$ cat src/rtl/board_load_engine.sv
// Copies one board image from ROM into object memory (or clears it) after a grant handshake.
// Optional clear mode is compiled in with BOARD_LOAD_CLEAR_MODE_EN.
module board_load_engine #(
  parameter int NUM_BOARDS  = 8,
  parameter int BOARD_WORDS = 104,
  parameter int ROM_STRIDE  = 128,
  parameter int ROM_AW      = 10,
  parameter int OM_AW       = 7,
  parameter int DATA_W      = 11
) (
  input  logic                          clk,
  input  logic                          reset,
  input  logic                          start_key,
  input  logic [$clog2(NUM_BOARDS)-1:0] board_sel,
  input  logic                          mode,
  output logic                          game_request,
  input  logic                          game_grant,
  output logic [ROM_AW-1:0]             rom_addr,
  input  logic [7:0]                    rom_data,
  output logic [OM_AW-1:0]              om_addr,
  output logic [DATA_W-1:0]             om_data,
  output logic                          om_wren,
  output logic                          busy,
  output logic                          done,
  output logic [1:0]                    state_dbg
);

  localparam int SEL_W = $clog2(NUM_BOARDS);
  localparam int CNT_W = $clog2(BOARD_WORDS + 1);

  typedef enum logic [1:0] {
    IDLE       = 2'd0,
    WAIT_GRANT = 2'd1,
    PRIME      = 2'd2,
    COPY       = 2'd3
  } state_e;

  state_e             state_q, state_d;
  logic               key_q;
  logic               pwrup_q;
  logic               req_q, req_d;
  logic               done_q, done_d;
  logic               wren_q, wren_d;
  logic [ROM_AW-1:0]  rom_addr_q, rom_addr_d;
  logic [OM_AW-1:0]   om_addr_q, om_addr_d;
  logic [DATA_W-1:0]  om_data_q, om_data_d;
  logic [CNT_W-1:0]   cnt_q, cnt_d;
  logic [SEL_W-1:0]   sel_clamped;
  logic [ROM_AW-1:0]  base;
  logic [10:0]        raw;
  logic [DATA_W-1:0]  dec;
  logic               rise;

`ifdef BOARD_LOAD_CLEAR_MODE_EN
  logic clr_q, clr_d;
`else
  logic unused_mode;
  assign unused_mode = mode;
`endif

  always_comb begin
    sel_clamped = (32'(board_sel) >= NUM_BOARDS) ? SEL_W'(NUM_BOARDS - 1) : board_sel;
    base        = ROM_AW'(32'(sel_clamped) * ROM_STRIDE);
    raw         = rom_data[7] ? {4'b0, rom_data[6:0]} : {rom_data[2:0], 8'h00};
    dec         = DATA_W'(raw);
    rise        = start_key & ~key_q;
  end

  // COPY runs one cycle past the last capture so busy covers the final write.
  always_comb begin
    state_d    = state_q;
    req_d      = 1'b0;
    done_d     = 1'b0;
    wren_d     = 1'b0;
    rom_addr_d = rom_addr_q;
    om_addr_d  = om_addr_q;
    om_data_d  = om_data_q;
    cnt_d      = cnt_q;
`ifdef BOARD_LOAD_CLEAR_MODE_EN
    clr_d      = clr_q;
`endif
    case (state_q)
      IDLE: begin
        if (pwrup_q || (rise && !done_q)) begin
          req_d   = 1'b1;
          state_d = WAIT_GRANT;
        end
      end
      WAIT_GRANT: begin
        if (game_grant) begin
          rom_addr_d = base;
          cnt_d      = '0;
`ifdef BOARD_LOAD_CLEAR_MODE_EN
          clr_d      = mode;
`endif
          state_d    = PRIME;
        end
      end
      PRIME: begin
        rom_addr_d = rom_addr_q + 1'b1;
        state_d    = COPY;
      end
      COPY: begin
        rom_addr_d = rom_addr_q + 1'b1;
        if (cnt_q != CNT_W'(BOARD_WORDS)) begin
          wren_d    = 1'b1;
          om_addr_d = OM_AW'(cnt_q);
          om_data_d = dec;
`ifdef BOARD_LOAD_CLEAR_MODE_EN
          if (clr_q) om_data_d = '0;
`endif
          cnt_d     = cnt_q + 1'b1;
        end else begin
          done_d  = 1'b1;
          state_d = IDLE;
        end
      end
      default: state_d = IDLE;
    endcase
  end

  always_ff @(posedge clk) begin
    if (reset) begin
      state_q    <= IDLE;
      key_q      <= 1'b0;
      pwrup_q    <= 1'b1;
      req_q      <= 1'b0;
      done_q     <= 1'b0;
      wren_q     <= 1'b0;
      rom_addr_q <= '0;
      om_addr_q  <= '0;
      om_data_q  <= '0;
      cnt_q      <= '0;
`ifdef BOARD_LOAD_CLEAR_MODE_EN
      clr_q      <= 1'b0;
`endif
    end else begin
      state_q    <= state_d;
      key_q      <= start_key;
      pwrup_q    <= 1'b0;
      req_q      <= req_d;
      done_q     <= done_d;
      wren_q     <= wren_d;
      rom_addr_q <= rom_addr_d;
      om_addr_q  <= om_addr_d;
      om_data_q  <= om_data_d;
      cnt_q      <= cnt_d;
`ifdef BOARD_LOAD_CLEAR_MODE_EN
      clr_q      <= clr_d;
`endif
    end
  end

  assign game_request = req_q;
  assign rom_addr     = rom_addr_q;
  assign om_addr      = om_addr_q;
  assign om_data      = om_data_q;
  assign om_wren      = wren_q;
  assign busy         = (state_q != IDLE);
  assign done         = done_q;
  assign state_dbg    = state_q;

endmodule

$ cat config.mk
export PLATFORM = sky130hd
export DESIGN_NAME = board_load_engine
export DESIGN_NICKNAME = d
export VERILOG_FILES = /design/src/rtl/board_load_engine.sv
export SDC_FILE = /design/constraint.sdc
export NUM_CORES = 1
export LEC_CHECK = 0
export ABC_AREA = 1
export CAP_MARGIN = 20
export CORE_ASPECT_RATIO = 0.6
export CORE_MARGIN = 5
export CORE_UTILIZATION = 53
export CTS_CLUSTER_DIAMETER = 50
export DETAILED_ROUTE_END_ITERATION = 7
export PLACE_DENSITY_LB_ADDON = 0.08
export SKIP_CTS_REPAIR_TIMING = 1
export SYNTH_ARGS = -nofsm -noshare
export SYNTH_HDL_FRONTEND = slang
export SYNTH_SLANG_ARGS = --single-unit
$ cat constraint.sdc
create_clock -name clk -period 2.53 [get_ports clk]
set_input_delay 0.759 -clock clk [delete_from_list [all_inputs] [get_ports clk]]
set_output_delay 0.759 -clock clk [all_outputs]
set_load 0.02 [all_outputs]
==> results.toml <==
[critical_path]
path_delay_family = "buffers and inverters"
critPathKind = "reg -> out"
crit_path_start_kind = "register"
critPathMaxFanout = 4
crit_chain = "buf_4 > clkdlybuf4s50_1"
critical_path_buf_inv_count = 2
crit_path_top_delay_cell = "clkdlybuf4s50_1"
crit_path_end_kind = "output port"
worst_ep_required_time_ps = 1770
arrival_ps = 1370
crit_path_max_incr_delay_ps = 600

[synthesis]
yosys.area.top_type_share_pct = 40.25
async_flop_share_pct = 0
ys_warn_count = 0
synthCells = 269
synth_area_leader_cell = "dfxtp_1"
syn_area_um2 = 2039
synth.most_common_cell = "nand2_1"
synth-seq-area-share_pct = 40.25
synth.distinct_cells = 39
avgSynthCellArea_um2 = 7.582
synth_common_cells = "nand2_1, dfxtp_1, nor2_1"
synth_area_leaders = "dfxtp_1, nand2_1, nor2_1"
ys_seq_elements = 41
synthFlopType = "dfxtp_1"
synth_edf_count = 0
syn-num-nets = 293

[global_route]
antenna_found_initial = 0
grt_usage_pct = 19.10
first_global_vias = 1708
grt_start_max_net_pins = 19
grt_first_pass_wirelength_mm = 7.976
overflow = 0

[power_and_ir_drop]
p_per_area_nw_per_um2 = 829.8
leakage_uw = 0.001134
power_switching_uw = 871.5
seq_power_share_pct = 37.0
combPwrFrac_pct = 44.0
swShare_pct = 40.05
peakVddDrop_uv = 480.3
cell_internal_pwr_uw = 1305
clkPwrFrac_pct = 19.0

[sta]
rsz0062_at_grt = "false"
clock_skew_ps = 7.178
hold_viol = 0
slew_viol_final = 0
tns_ps = 0
fmax_ghz = 0.4707
post-route-period-util_pct = 83.97
period_minus_slack_ps = 2124
setup_viol = 0

[place]
place_congestion = 0.8719
port_buffers = 47
dpl_cell_area_um2 = 2537
dpl.hpwl_mm = 3.672

[clock_network]
cts_buffers = 5
htree_levels = 2
root_buffer = "clkbuf_8"
cts_tree = "yes"
tritoncts_num_sinks = 41
clk-insertion-delay-late_ps = 300
cts_max_path_buffers = 2
clkTransAtPathRegs_ps = 70

[route]
routed_wl_mm = 4.719
wl_per_cell_um = 12.82
vias = 1841
first_pass_iters = 4
viasPerCell = 5.003
drc = 0
ant_nets = 0
dr.first_iter.drc_count = 108

[finish]
stdcell_area_um2 = 2623
syn_to_final_growth_pct = 28.59
nFillCells = 317
drive_above_1_share_pct = 9.969
final_nets = 344
diodes = 0

[floorplanning]
ios = 50
rows = 17
die_area_um2 = 5229
die_w_um = 90.09
die_h_um = 58.05
core_um2 = 3680
start_util_pct = 55.42

[worst_hold_path]
hold_path_class = "reg -> reg"

[status]
status = "finished clean"

[job]
cap_violations = 0
cells in the final DEF, fill, tap and decap left out, types with 2 or more instances in the layout:
master	count
o21ai_1	6
o21ai_0	5
nand2_2	2
buf_4	5
ha_1	8
dfxtp_1	41
nor2_1	35
inv_2	4
nor3_1	6
clkbuf_8	5
nand4_1	3
a21oi_1	12
inv_1	30
nand3_1	25
nand2_1	56
a211oi_1	5
nand3_4	3
clkdlybuf4s50_1	46
nor2_4	2
clkinv_2	3
routing by layer:
metal / track usage (%) / part of all wire (%) / up-vias
met5: 0 / 0 / -
met4: 6.369 / 1.2 / 0
met3: 7.652 / 10 / 5
met2: 26.04 / 38 / 61
met1: 27.14 / 50 / 804
li1: - / - / 971
tightest hold or removal path: cells and delay by family (launching register included):
family / cells / cell delay [ps]
compound gates: 1 / 50
flops: 1 / 310
simple gates: 1 / 70
per-stage QoR:
step | power [uW] | utilization (%) | hold WS, ps | instances | worst slack [ps]
CTS | 2191 | 71.20 | 478.8 | 368 | 45.15
floorplan | 1459 | - | 444.3 | 269 | 798.0
detailed placement | 1776 | 68.96 | 468.9 | 360 | 317.4
global placement | 1755 | 68.96 | 448.8 | 360 | 326.6
finish | 2176 | 71.27 | 475.6 | 368 | 405.5
global route | 2326 | 71.27 | 507.8 | 368 | 305.3
area by class of cell:
| cell class | count | area, um2 | area share [%] |
|---|---|---|---|
| Sequential cell | 41 | 820.8 | 31.30 |
| Clock inverter | 2 | 10.01 | 0.3817 |
| Timing Repair Buffer | 52 | 510.5 | 19.47 |
| Multi-Input combinational cell | 184 | 1011 | 38.55 |
| Tap cell | 47 | 58.81 | 2.242 |
| Inverter | 36 | 138.9 | 5.296 |
| Clock buffer | 6 | 72.57 | 2.767 |
path summary, 6_finish.rpt:
path         cells after the start  slack [ps]                  endpoint                       from
max                              2         410              state_dbg[0]  state_dbg[0]$_SDFFE_PP0P_
min                              2         480   om_data[9]$_SDFFE_PP0P_    om_data[9]$_SDFFE_PP0P_
max reg2reg                     10         850  rom_addr[7]$_SDFFE_PP0P_  state_dbg[1]$_SDFFE_PP0P_
min reg2reg                      2         480   om_data[9]$_SDFFE_PP0P_    om_data[9]$_SDFFE_PP0P_
registers in the layout, indices dropped and copies added (netlist names):
register,cells
om_data,10
rom_addr,10
cnt_q,7
om_addr,7
state_dbg,2
done,1
game_request,1
key_q,1
om_wren,1
pwrup_q,1
power groups by stage:
stage	sequential, uW	combinational (uW)	clock [uW]
floorplan	913	546	0
global placement	818	937	0
detailed placement	821	955	0
CTS	807	959	426
global route	825	1050	451
finish	806	957	413
kinds of logic after synthesis:
group	Yosys count	share of synthesized area [%]
AOI/OAI and AO/OA	32	9.080
xor gates and xnor gates	2	0.8591
adders and majority gates	8	4.908
buffers and inverters	44	10.18
DFF	41	40.25
other	1	0.1839
and+or+nand+nor	141	34.54
(Power assumes the default switching activity.)
==> edit 1 (same settings) <==
Add a define of `BOARD_LOAD_CLEAR_MODE_EN`.
--- a/src/rtl/board_load_engine.sv
+++ b/src/rtl/board_load_engine.sv
@@ -2,2 +2,4 @@
 // Optional clear mode is compiled in with BOARD_LOAD_CLEAR_MODE_EN.
+`define BOARD_LOAD_CLEAR_MODE_EN
+
 module board_load_engine #(
Formal check against the unedited RTL: not equivalent (a bounded check fails within 10 cycles, from zero or initial values and one cycle with reset high).
==> edit 1 against the original RTL <==
- final area increased by 2.9%
- area after synthesis increased by 3.3%
- total power increased by 3.1%
- sequential power increased by 4.3%
- setup slack got worse by 0.013 ns
- via count increased by 0.22%
- routed wire length increased by 4.6%
- largest power group unchanged
- global-route usage increased by 0.65 points
- sequential cell count increased by 1
- fmax decreased by 0.60%
- critical path depth decreased by 1
- critical path type unchanged
- die area increased by 2.8%
==> edit 1: results (changes against the original RTL) <==
The flow ran to the end, and the final reports show no timing, DRC or antenna violations. Global-route wire length before repair: 8330 um (was 7980 um). The clock transition at the register clock pins on the worst setup and hold paths after CTS is 0.08 ns. For the total length of routed wires, the log shows 4940 um (was 4720 um). The run gives 0.80 ns (was 0.85 ns) as the worst-case register-to-register setup slack. Delay of the slowest cell on the worst path: 0.66 ns (was 0.60 ns). The synthesized netlist net count was 296 (was 293). The maximum ir drop on the vdd rail was 0.000547 V (was 0.000480 V); the sum of net half-perimeters after detailed placement was 3700 um (was 3670 um). Type of the worst min-delay path: reg2reg (unchanged).

The logs give 38 (was 39) for the number of library cell types mapped by synthesis and 138 (was 108) for the count of routing violations after the opening detailed-route iteration. Largest net degree at the start of global routing: 21 (was 19). The synthesized area per cell was 7.75 um2 (was 7.58 um2). The end of the worst register-to-register path was rom_addr[3]$_SDFFE_PP0P_ (was rom_addr[7]$_SDFFE_PP0P_).

Leading cell types by count after synthesis: nand2_1, dfxtp_1, nor2_1, inv_1, nand3_1 (unchanged). Buffer type at the clock tree root: clkbuf_8 (unchanged). The internal power contribution was 1.33 mW (was 1.30 mW).

Top cells by area in the synthesized netlist: dfxtp_1, nand2_1, nor2_1 (unchanged). The largest delay contributor family on the critical path is buffers and inverters (unchanged). The logs give 1.16 nW (was 1.13 nW) for the static power due to leakage and 369 (was 368) for the count of placed standard cells in the final layout, fillers left out.

The port buffer count came out at 48 (was 47). The largest fanout on the critical path came out at 5 (was 4). The ratio of cells with drive above 1 in the final layout is 11.8% (was 9.97%). The number of global-route vias before repair was 1688 (was 1708); the final worst slack was 0.393 ns (was 0.406 ns).

The critical hold path startpoint is pwrup_q$_DFF_P_ (was om_data[9]$_SDFFE_PP0P_). The tools report the worst setup slack after placement as 0.243 ns (was 0.317 ns). The run gives 1.38 ns as the data arrival time at the worst-slack endpoint.

The logs give 0.873 (was 0.872) for the last weighted congestion value of the routability-driven placer and 0 (unchanged) for the number of antenna violations at the first check in global routing. The logic depth of the worst register-to-register path works out to 9 (was 10). The logs give 361 (was 360) for the number of placed instances, taps included and 19.8% (was 19.1%) for the total routing resource utilization after global routing.

For the fraction of the yosys area taken by sequential cells, the log shows 39.9% (was 40.2%). The via count of the routed design was 1845 (was 1841); the worst hold margin was 0.464 ns (was 0.476 ns). The tools report the final worst clock skew as 0.00520 ns (was 0.00718 ns).
edit 1: changes by cell type after synthesis, moves of 2 or more:
cell	delta
buf_2	+3
nand3_1	-5
o21ai_1	-5
nand2_1	-4
o21ai_2	+7
o21ai_0	+3
buf_4	-2
a21oi_1	+2
inv_1	+3
nand2_2	-2
nand3_2	+2
edit 1: through the flow:
stage / cell area [um2] / util, %
floorplan: 2110 / -
global placement: 2600 / 69.5
detailed placement: 2600 / 69.5
CTS: 2700 / 72.0
global route: 2700 / 72.1
finish: 2700 / 72.1
edit 1: kinds of logic after synthesis:
logic type      Yosys count  share of synthesized area [%]
simple gates            134                           33.3
buf+inv                  47                           9.86
xor+xnor                  2                          0.832
fa+ha+maj                 8                           4.75
other cells               1                          0.178
compound gates           38                           11.2
flops                    42                           39.9
edit 1: power by group through the flow:
stage	Sequential [mW]	Combinational [mW]	Clock, mW
2_1_floorplan	0.934	0.560	0
3_3_place_gp	0.852	0.922	0
3_5_place_dp	0.853	0.933	0
4_1_cts	0.838	0.939	0.471
5_1_grt	0.855	1.05	0.504
6_report	0.841	0.938	0.465
edit 1: final cells by class:
cell class	instances	area, um2
Fill cell	293	1040
Tap cell	47	58.8
Clock inverter	2	12.5
Timing Repair Buffer	50	498
Multi-Input combinational cell	183	1060
Sequential cell	42	841
Inverter	39	148
Clock buffer	6	82.6
edit 1: layer usage:
metal | track usage (%) | vias to the layer above | wire (um)
met3 | 10.9 | 7 | 585
li1 | - | 971 | -
met1 | 29.2 | 794 | 2630
met2 | 23.3 | 73 | 1670
met5 | 0 | - | 0
met4 | 6.07 | 0 | 57
==> edit 2 (same settings) <==
Without the edit above. `rom_addr_q`, `om_addr_q` and `om_data_q` no longer have a reset.
--- a/src/rtl/board_load_engine.sv
+++ b/src/rtl/board_load_engine.sv
@@ -129,5 +129,2 @@
       wren_q     <= 1'b0;
-      rom_addr_q <= '0;
-      om_addr_q  <= '0;
-      om_data_q  <= '0;
       cnt_q      <= '0;
@@ -143,5 +140,2 @@
       wren_q     <= wren_d;
-      rom_addr_q <= rom_addr_d;
-      om_addr_q  <= om_addr_d;
-      om_data_q  <= om_data_d;
       cnt_q      <= cnt_d;
@@ -151,2 +145,8 @@
     end
+  end
+
+  always_ff @(posedge clk) begin
+    rom_addr_q <= rom_addr_d;
+    om_addr_q  <= om_addr_d;
+    om_data_q  <= om_data_d;
   end
Behaviour: differs if reset is asserted again (counterexample within 4 cycles, from zero or initial values and one cycle with reset high); with reset held inactive, the same outputs for 10 cycles.
==> edit 2 against the original RTL <==
- routed wire length is 20% lower
- die area is 3.9% lower
- combinational power is 23% higher
- setup slack worse by 0.024 ns
- sequential cell count stayed put
- area after synthesis is 4.5% lower
- first-iteration DRC count is 53% lower
- final area is 1.3% lower
- critical endpoint is now rom_addr[7]
- total power is 29% higher
- clock power is 27% higher
==> edit 2: results (changes against the original RTL) <==
The flow ran to the end, and the final reports show no timing, DRC or antenna violations. The critical hold path startpoint is cnt_q[5]$_SDFFE_PP0P_ (was om_data[9]$_SDFFE_PP0P_). The number of ordinary and repair buffers in the finished layout works out to 49 (was 52). Top cells by area in the synthesized netlist: edfxtp_1, dfxtp_1, nand2_1 (was dfxtp_1, nand2_1, nor2_1). The fraction of the mapped netlist area in compound gates came out at 5.84% (was 9.08%). End of the worst register-to-register path: om_addr[1]$_DFFE_PP_ (was rom_addr[7]$_SDFFE_PP0P_). The static power due to leakage is 1.13 nW (about the same). The switching power was 1.06 mW (was 0.872 mW). Count of flip-flops with a built-in enable after synthesis: 27 (was 0).

The count of routing violations after the opening detailed-route iteration was 51 (was 108). The number of placed instances, taps included is 302 (was 360). Worst-case register-to-register setup slack: 0.72 ns (was 0.85 ns). Data arrival time at the worst-slack endpoint: 1.39 ns (was 1.37 ns). The logs give 1.18 mW (was 0.957 mW) for the power of the combinational group and 22.5% (was 27.1%) for the routing usage on met1.

The delay of the slowest cell on the worst path was 0.65 ns (was 0.60 ns). The combinational cell fraction of total power was 42.2% (was 44.0%). The post-route met1 wirelength was 1890 um (was 2370 um); the synthesized area per cell was 9.32 um2 (was 7.58 um2). The number of library cell types mapped by synthesis was 28 (was 39). For the maximum ir drop on the vdd rail, the log shows 0.000693 V (was 0.000480 V).

Leading cell types by count after synthesis: nand2_1, inv_1, edfxtp_1, nor2_1, dfxtp_1 (was nand2_1, dfxtp_1, nor2_1, inv_1, nand3_1). The final-layout clock buffer total was 5 (was 6). The logic depth of the worst register-to-register path was 7 (was 10); the net total in the final layout was 286 (was 344).

Layout multi-input combinational cell count: 128 (was 184). The tools report the worst flop-to-flop path startpoint as cnt_q[0]$_SDFFE_PP0P_ (was state_dbg[1]$_SDFFE_PP0P_). The total routing resource utilization after global routing came out at 15.9% (was 19.1%). The ratio of cells with drive above 1 in the final layout works out to 10.3% (was 9.97%).
-- edit 2: changes by cell type after synthesis, sizes merged, moves of 2 or more --
cell	before	now
edfxtp	0	27
o21ai	11	6
o21bai	0	2
nor3	7	1
dfxtp	41	14
nand3	28	10
nor2	39	30
a21oi	13	10
buf	6	2
nand2	60	49
inv	35	37
a211oi	5	2
-- edit 2: worst max path at each step --
stage,startpoint,end,slack [ns],depth (start not counted)
floorplan,state_dbg[1]$_SDFFE_PP0P_,rom_addr[0]$_SDFFCE_PP0P_,0.77,3
global placement,state_dbg[0]$_SDFFE_PP0P_,busy,0.43,4
detailed placement,state_dbg[0]$_SDFFE_PP0P_,busy,0.40,4
CTS,state_dbg[0]$_SDFFE_PP0P_,busy,0.07,4
global route,rom_addr[7]$_DFFE_PP_,rom_addr[7],0.32,1
finish,rom_addr[7]$_DFFE_PP_,rom_addr[7],0.38,1
